==> src/rtl/mem_arb_pkg.sv <==
// mem_arb_pkg: shared state and owner types for the memory port arbiter
package mem_arb_pkg;
  typedef enum logic [1:0] {IDLE, ISSUE, WAIT, RESP} stateT;
  typedef enum logic {OWN_IF, OWN_D} ownerT;
endpackage

==> src/rtl/mem_arb_starve_ctr.sv <==
// mem_arb_starve_ctr: saturating count of data grants taken while fetch waits
module mem_arb_starve_ctr #(
  parameter int STARVE_MAX = 4
) (
  input  logic clk,
  input  logic rst,
  input  logic inc,
  input  logic clr,
  output logic sat
);
  localparam int W = $clog2(STARVE_MAX + 1);
  logic [W-1:0] cnt;
  assign sat = cnt == W'(STARVE_MAX);
  // clear wins over increment; the count sticks once it reaches the limit
  always_ff @(posedge clk or posedge rst)
    if (rst) cnt <= '0;
    else if (clr) cnt <= '0;
    else if (inc && !sat) cnt <= cnt + 1'b1;
endmodule

==> src/rtl/mem_port_arbiter.sv <==
// mem_port_arbiter: shares one single-ported 64-bit memory between fetch and load/store
module mem_port_arbiter
  import mem_arb_pkg::*;
#(
  parameter int ADDR_W     = 64,
  parameter int MEM_LAT    = 2,
  parameter int STARVE_MAX = 4
) (
  input  logic              Clk,
  input  logic              Reset,
  input  logic              if_req,
  input  logic [ADDR_W-1:0] if_addr,
  output logic              if_gnt,
  output logic              if_rvalid,
  output logic [31:0]       if_rdata,
  input  logic              d_req,
  input  logic              d_we,
  input  logic [ADDR_W-1:0] d_addr,
  input  logic [63:0]       d_wdata,
  output logic              d_gnt,
  output logic              d_rvalid,
  output logic [63:0]       d_rdata,
  output logic [ADDR_W-1:0] mem_addr,
  output logic [63:0]       mem_wdata,
  output logic              mem_wr,
  input  logic [63:0]       mem_rdata,
  output logic              busy
);
  localparam int CW = $clog2(MEM_LAT + 1);
  stateT state, nextState;
  ownerT owner, winner;
  logic [ADDR_W-1:0] addrQ;
  logic weQ;
  logic [63:0] wdataQ;
  logic [CW-1:0] waitCnt;
  logic sample, starveSat, lastWait, unusedAddrBits;
  assign sample = state == IDLE && (if_req || d_req);
  assign winner = (d_req && !(if_req && starveSat)) ? OWN_D : OWN_IF;
  assign lastWait = state == WAIT && waitCnt == CW'(1);
  assign unusedAddrBits = ^addrQ[1:0];
  // next state: stores finish right after ISSUE, reads wait out the memory latency
  always_comb
    nextState = state == IDLE  ? (sample ? ISSUE : IDLE) :
                state == ISSUE ? ((owner == OWN_D && weQ) ? IDLE : WAIT) :
                state == WAIT  ? (lastWait ? RESP : WAIT) : IDLE;
  // state, request latches, latency counter and per-owner read data capture
  always_ff @(posedge Clk or posedge Reset)
    if (Reset) begin
      state <= IDLE;
      owner <= OWN_IF;
      addrQ <= '0;
      weQ <= 1'b0;
      wdataQ <= '0;
      waitCnt <= '0;
      if_rdata <= '0;
      d_rdata <= '0;
    end else begin
      state <= nextState;
      if (sample) begin
        owner <= winner;
        addrQ <= winner == OWN_D ? d_addr : if_addr;
        weQ <= winner == OWN_D && d_we;
        if (winner == OWN_D) wdataQ <= d_wdata;
      end
      if (state == ISSUE) waitCnt <= CW'(MEM_LAT);
      else if (state == WAIT) waitCnt <= waitCnt - 1'b1;
      if (lastWait && owner == OWN_IF) if_rdata <= addrQ[2] ? mem_rdata[63:32] : mem_rdata[31:0];
      if (lastWait && owner == OWN_D) d_rdata <= mem_rdata;
    end
  assign if_gnt = state == ISSUE && owner == OWN_IF;
  assign d_gnt = state == ISSUE && owner == OWN_D;
  assign if_rvalid = state == RESP && owner == OWN_IF;
  assign d_rvalid = state == RESP && owner == OWN_D;
  assign mem_wr = d_gnt && weQ;
  assign mem_addr = {addrQ[ADDR_W-1:3], 3'b000};
  assign mem_wdata = wdataQ;
  assign busy = state != IDLE;
  mem_arb_starve_ctr #(.STARVE_MAX(STARVE_MAX)) u_starve (
    .clk(Clk),
    .rst(Reset),
    .inc(d_gnt && if_req),
    .clr(if_gnt || (state == IDLE && !if_req)),
    .sat(starveSat)
  );
endmodule

==> config.mk <==
export PLATFORM = sky130hd
export DESIGN_NAME = mem_port_arbiter
export DESIGN_NICKNAME = d
export VERILOG_FILES = /design/src/rtl/mem_arb_pkg.sv /design/src/rtl/mem_arb_starve_ctr.sv /design/src/rtl/mem_port_arbiter.sv
export SDC_FILE = /design/constraint.sdc
export NUM_CORES = 1
export LEC_CHECK = 0
export ABC_AREA = 1
export BUFFER_PORTS_ARGS = -buffer_cell sky130_fd_sc_hd__buf_2
export CORE_AREA = 2 2 193 195
export DETAILED_ROUTE_END_ITERATION = 10
export DIE_AREA = 0 0 195 197
export PLACE_DENSITY = 0.56
export SLEW_MARGIN = 40
export SYNTH_ARGS = -nofsm -noshare
export SYNTH_HDL_FRONTEND = slang
export SYNTH_SLANG_ARGS = --single-unit
==> constraint.sdc <==
create_clock -name Clk -period 6.8 [get_ports Clk]
set_input_delay 0.68 -clock Clk [delete_from_list [all_inputs] [get_ports Clk]]
set_output_delay 0.68 -clock Clk [all_outputs]
set_load 0.05 [all_outputs]
Yosys cells after proc, flatten, opt, wreduce, memory -nomap -nowiden

Cells that the tools add are included.

Flip-flop bits (word level): 233
Output and inout port bits: 230
Word-level logic and storage cells: 56

$add $sub $neg: 2
Eq/ne operators: 5
Mux-type cells: 13
Bitwise operators: 1
Reductions and logical operators: 26

Operators by type and width:

| cell                                                | number |
|---|---|
| two-way mux 64 bit                                  | 1 |
| two-way mux 32 bit                                  | 1 |
| logical AND 1 bit                                   | 16 |
| two-way mux 2 bit                                   | 6 |
| two-way mux 3 bit                                   | 2 |
| nonzero test 2 bit                                  | 3 |
| equality test 2 x 1 -> 1 bit, second input constant | 2 |
| equality test 2 bit, second input constant          | 2 |
| adder 3 x 1 -> 3 bit, second input constant         | 1 |
| equality test 3 bit, second input constant          | 1 |
| logical NOT 1 bit                                   | 3 |
| two-way mux 1 bit                                   | 3 |
| logical NOT 2 bit                                   | 1 |
| logical OR 1 bit                                    | 2 |
| AND reduction 2 bit                                 | 1 |
| subtractor 2 x 1 -> 2 bit, second input constant    | 1 |
| inverter 1 bit                                      | 1 |

Depth between registers and ports, before layout

Depth in word-level cells: 6
Mapped depth: 8
Gate-level depth less buffers: 8

Hierarchy

From an unflattened synthesis, not the netlist that was laid out.

Cell total of the unflattened synthesis: 1,418
Area total of the unflattened synthesis: 11,131.9 um2

By module, submodules not included:

| module             | instances | cells an instance | area an instance (um2) |
|---|---|---|---|
| mem_port_arbiter   | 1         | 1,392             | 10,943.0 |
| mem_arb_starve_ctr | 1         | 26                | 188.9 |

Worst setup path after synthesis

OpenSTA, ideal clock, no wires.

Path type: register to output
Start: register state[1]
End: output port mem_wr
Arrival: 1,441 ps
Data required time: 6,120 ps
Path slack: 4,679 ps
Cell stages (with the launch flop): 5
Path buffers: 0
Cells stage by stage: dfrtp_1 > inv_1 > ha_1 > nand2_1 > nor2_1

Word-level cells in the longest chain between the ends: 3

RTL lines:

| item                         | line                   | source |
|---|---|---|
| from (decl)                  | mem_port_arbiter.sv:30 | `stateT state, nextState;` |
| from (signal assigned)       | mem_port_arbiter.sv:58 | `state <= nextState;` |
| equality test 2 x 1 -> 1 bit | mem_port_arbiter.sv:71 | `assign d_gnt = state == ISSUE && owner == OWN_D;` |
| logical AND 1 bit            | mem_port_arbiter.sv:71 |  |
| logical AND 1 bit            | mem_port_arbiter.sv:74 | `assign mem_wr = d_gnt && weQ;` |
| to (decl)                    | mem_port_arbiter.sv:25 | `output logic mem_wr,` |

No other way between the ends.

Worst setup path after layout

Ends and elaborated chain as after synthesis.

==> results list <==
- Run status: finished, final reports clean
- Setup repair after global routing left no endpoint under its margin.
- Cell type group with the largest total delay on the critical path: buffers and inverters
- Level count of the clock H-tree: 1
- Power density over the cells: 580 nW/um^2
- Headroom to the max-slew limit: between 40% and 50%
- Total clock buffers created by CTS: 27
- Relative to the synthesized area, the layout overhead comes to 29.5%.
- On the critical path, the stage with the largest delay is an instance of sky130_fd_sc_hd__dfrtp_1.
- Cells fill 38.7% of the core in the end.
* Setup TNS: 0 ps
- Post-DP Area: between 10000 and 15000 sq um
* Final Routed Wirelength: 32900 um
- After routing the design area is 14000 sq um.
- Counting the fill cells in the layout gives 3847.
* Endpoints failing hold: 0
- TritonCTS built the clock tree.
* Via total after detailed routing: 9791
- Max Fanout on Critical Path: 7
- Period utilization: 39.4%
- After detailed routing, the number of remaining DRC violations is 0.
- Initial core utilization: 29.9%
- Final min period: 2680 ps
* Total die area: 38400 sq um
- Max clock buf depth: 3
* Weighted congestion reported at the end of routability-driven placement: 0.817
- Post-synthesis sequential area ratio: 53.3%
* Final count of pins violating max slew: 0
- Yosys warning total: 0
- On the worst path, the slowest cell contributes a delay of 400 ps.
* Worst Path Class, Setup: flop to output port
- Post-synthesis register bit count: 231
- For the pin with the worst max-slew slack, the measured transition is ~770 ps.
- The number of buffers and inverters on the critical path is 2.
- Post-Synthesis Cell Area: approximately 11000 sq um
* Fraction of final layout cells sized beyond drive strength 1: 30.5%
- For the worst setup path, the data required time is 6120 ps.
- Fin Clk Skew: about 14 ps
* Highest metal used: met5
* Drt initial violations: about 400
- Clock slew at the register clock pins of the worst setup and hold paths: 60 ps
- The HPWL after detailed placement is 23200 um.
* First-pass iteration count of the detailed router: 7
* Routed wl met3: 2490 um
* Leak Pwr: 0.00825 uW
* Total Routing Usage GR: ~17%
* Vias per cell: 4.34
- Dividing the detail-routed wire length by the instance count gives roughly 15 um.
- The worst setup path is captured at an output port.
* Element type at the critical path start: flop
- Total overflow reported by the global router: 0
* DIE HEIGHT: 197 um
- The first global-routing pass estimated 52100 um of wire.
- Maximum vdd ir drop: 0.305 mV
- After layout, the design draws a total of about 8000 uW.
- For this design, the sink count on the clock tree is around 230.
- The tool flagged a number of max-cap violations equal to 0.
- Number of global-route vias before repair: 9576
* Net count reported at finish: a little over 2000
- Entering global routing, the biggest net connects around 140 pins.
- Based on the critical path, the design can be clocked at up to 373 MHz.
- In this run the tool buffered the top-level ports with 483 buffer cells.
- Final Setup Violations: 0
* Chain of cells forming the critical path: inv_1 -> ha_1 -> nand2_1 -> nor2_1 -> buf_2
- Critical path data arrival time: 2000 ps
* Clk_lat worst skew: 550 ps
- Averaged over all synthesized cells, the footprint is between 7 and 8 sq um.
* Overall die width: 195 um
* CTS Root Cell: sky130_fd_sc_hd__clkbuf_16
* # IOs: 491
* Std cell rows: 70
- In the detailed route, the total length drawn on met2 is around 16000 um.
- In this run, post-CTS hold repair placed 0 buffers.
- Classification of the worst-slack hold path: input port to asynchronous set/reset pin
- Synth Instances: 1379
* Number of antenna violations at the first check in global routing: 3
- Post-CTS setup buffer count: 0
* Met1 Routed Length: 13800 um
- Count of different cell masters after synthesis: 23
* Antenna Violating Nets Remaining: 0
- Post-CTS resize count: 0
* Placeable core region: 36300 sq um
==> per-layer routing <==
| metal | track usage (%) | up-vias |
|---|---|---|
| li1 | - | 4889 |
| met1 | 21.3 | 4518 |
| met2 | 28.2 | 333 |
| met3 | 4.23 | 47 |
| met4 | 5.29 | 4 |
| met5 | 0 | - |
==> layout make-up <==
cell class	count	area, sq um	share of cell area [%]
repair buffers	494	2540	18.1
clock inverters	7	71.3	0.508
multi-input cells	806	3480	24.8
well taps	468	586	4.17
diodes	1	2.50	0.0178
clock buffers	42	792	5.64
inverters	207	783	5.58
flip-flops and latches	231	5780	41.2
==> final timing paths <==
path / start / endpoint / slack [ps] / cells past startpoint
worst max register to register: u_starve.cnt[0]$_DFFE_PP0P_ / addrQ[47]$_DFFE_PP0P_ / 4460 / 9
worst min register to register: mem_wdata[22]$_DFFE_PP0P_ / mem_wdata[22]$_DFFE_PP0P_ / 470 / 2
min in group Clk: d_wdata[63] / mem_wdata[63]$_DFFE_PP0P_ / 320 / 3
worst min-delay path: Reset / addrQ[57]$_DFFE_PP0P_ / 200 / 2
worst max-delay path: state[1]$_DFF_PP0_ / mem_wr / 4120 / 5
max in group asynchronous: Reset / mem_wdata[59]$_DFFE_PP0P_ / 5410 / 4
==> power breakdown <==
part | internal [uW] | switching, uW | total [uW]
clock network | 836 | 580 | 1420
logic | 910 | 3390 | 4300
registers | 2030 | 387 | 2420
==> Yosys cell counts <==
cell type | n | area [sq um]
sky130_fd_sc_hd__dfrtp_1 | 231 | 5780
sky130_fd_sc_hd__inv_1 | 204 | 766
sky130_fd_sc_hd__nand2_2 | 1 | 6.26
sky130_fd_sc_hd__clkbuf_1 | 25 | 93.8
sky130_fd_sc_hd__o21ai_0 | 100 | 500
sky130_fd_sc_hd__nor2_4 | 1 | 11.3
sky130_fd_sc_hd__o31ai_1 | 1 | 7.51
sky130_fd_sc_hd__nor2_2 | 1 | 6.26
sky130_fd_sc_hd__a21oi_1 | 34 | 170
sky130_fd_sc_hd__nand3_1 | 126 | 631
sky130_fd_sc_hd__nor2_1 | 38 | 143
sky130_fd_sc_hd__nand3_4 | 1 | 17.5
sky130_fd_sc_hd__ha_1 | 7 | 87.6
sky130_fd_sc_hd__nand3b_1 | 1 | 7.51
sky130_fd_sc_hd__conb_1 | 1 | 3.75
sky130_fd_sc_hd__buf_2 | 37 | 185
sky130_fd_sc_hd__nand2_1 | 489 | 1840
sky130_fd_sc_hd__inv_2 | 3 | 11.3
sky130_fd_sc_hd__buf_1 | 4 | 15.0
sky130_fd_sc_hd__xor2_1 | 1 | 8.76
sky130_fd_sc_hd__o22ai_1 | 1 | 6.26
sky130_fd_sc_hd__buf_4 | 71 | 533
sky130_fd_sc_hd__nand3_2 | 1 | 10.0
==> state kept, by name, indices dropped and copies added (netlist names) <==
| name | cells |
|---|---|
| addrQ | 62 |
| owner | 1 |
| d_rdata | 64 |
| if_rdata | 32 |
| waitCnt | 2 |
| weQ | 1 |
| state | 2 |
| u_starve.cnt | 3 |
| mem_wdata | 64 |
==> metrics by stage <==
step	hold WS [ps]	instances	setup slack [ps]
final	200	2256	4120
after global routing	236	2256	3910
after CTS	189	2254	3990
after detailed placement	460	2205	4310
after global placement	459	2205	4040
after floorplan	447	1381	3100
==> cells by family (layout without fill, tap and decap cells) <==
kind of cell	after synthesis	in the layout	synth area share (%)
compound gates	136	136	6.32
xor+xnor	1	1	0.0808
fa+ha+maj	7	7	0.808
buf+inv	344	750	14.8
flops	231	231	53.3
other cells	1	4	0.0346
simple gates	659	659	24.6
==> cells in the final DEF, fill, tap and decap left out, types with 2 or more instances in the layout <==
cell / instances
sky130_fd_sc_hd__nor2_4: 2
sky130_fd_sc_hd__conb_1: 3
sky130_fd_sc_hd__clkbuf_8: 7
sky130_fd_sc_hd__a21oi_1: 34
sky130_fd_sc_hd__nand3_4: 2
sky130_fd_sc_hd__nand3_1: 125
sky130_fd_sc_hd__dfrtp_1: 230
sky130_fd_sc_hd__clkinvlp_4: 4
sky130_fd_sc_hd__clkbuf_1: 9
sky130_fd_sc_hd__buf_4: 7
sky130_fd_sc_hd__clkbuf_16: 27
sky130_fd_sc_hd__ha_1: 7
sky130_fd_sc_hd__nand2_1: 489
sky130_fd_sc_hd__inv_2: 2
sky130_fd_sc_hd__buf_2: 483
sky130_fd_sc_hd__nor2_1: 38
sky130_fd_sc_hd__clkinv_2: 2
sky130_fd_sc_hd__inv_1: 203
sky130_fd_sc_hd__o21ai_0: 100
(Power assumes the default switching activity.)
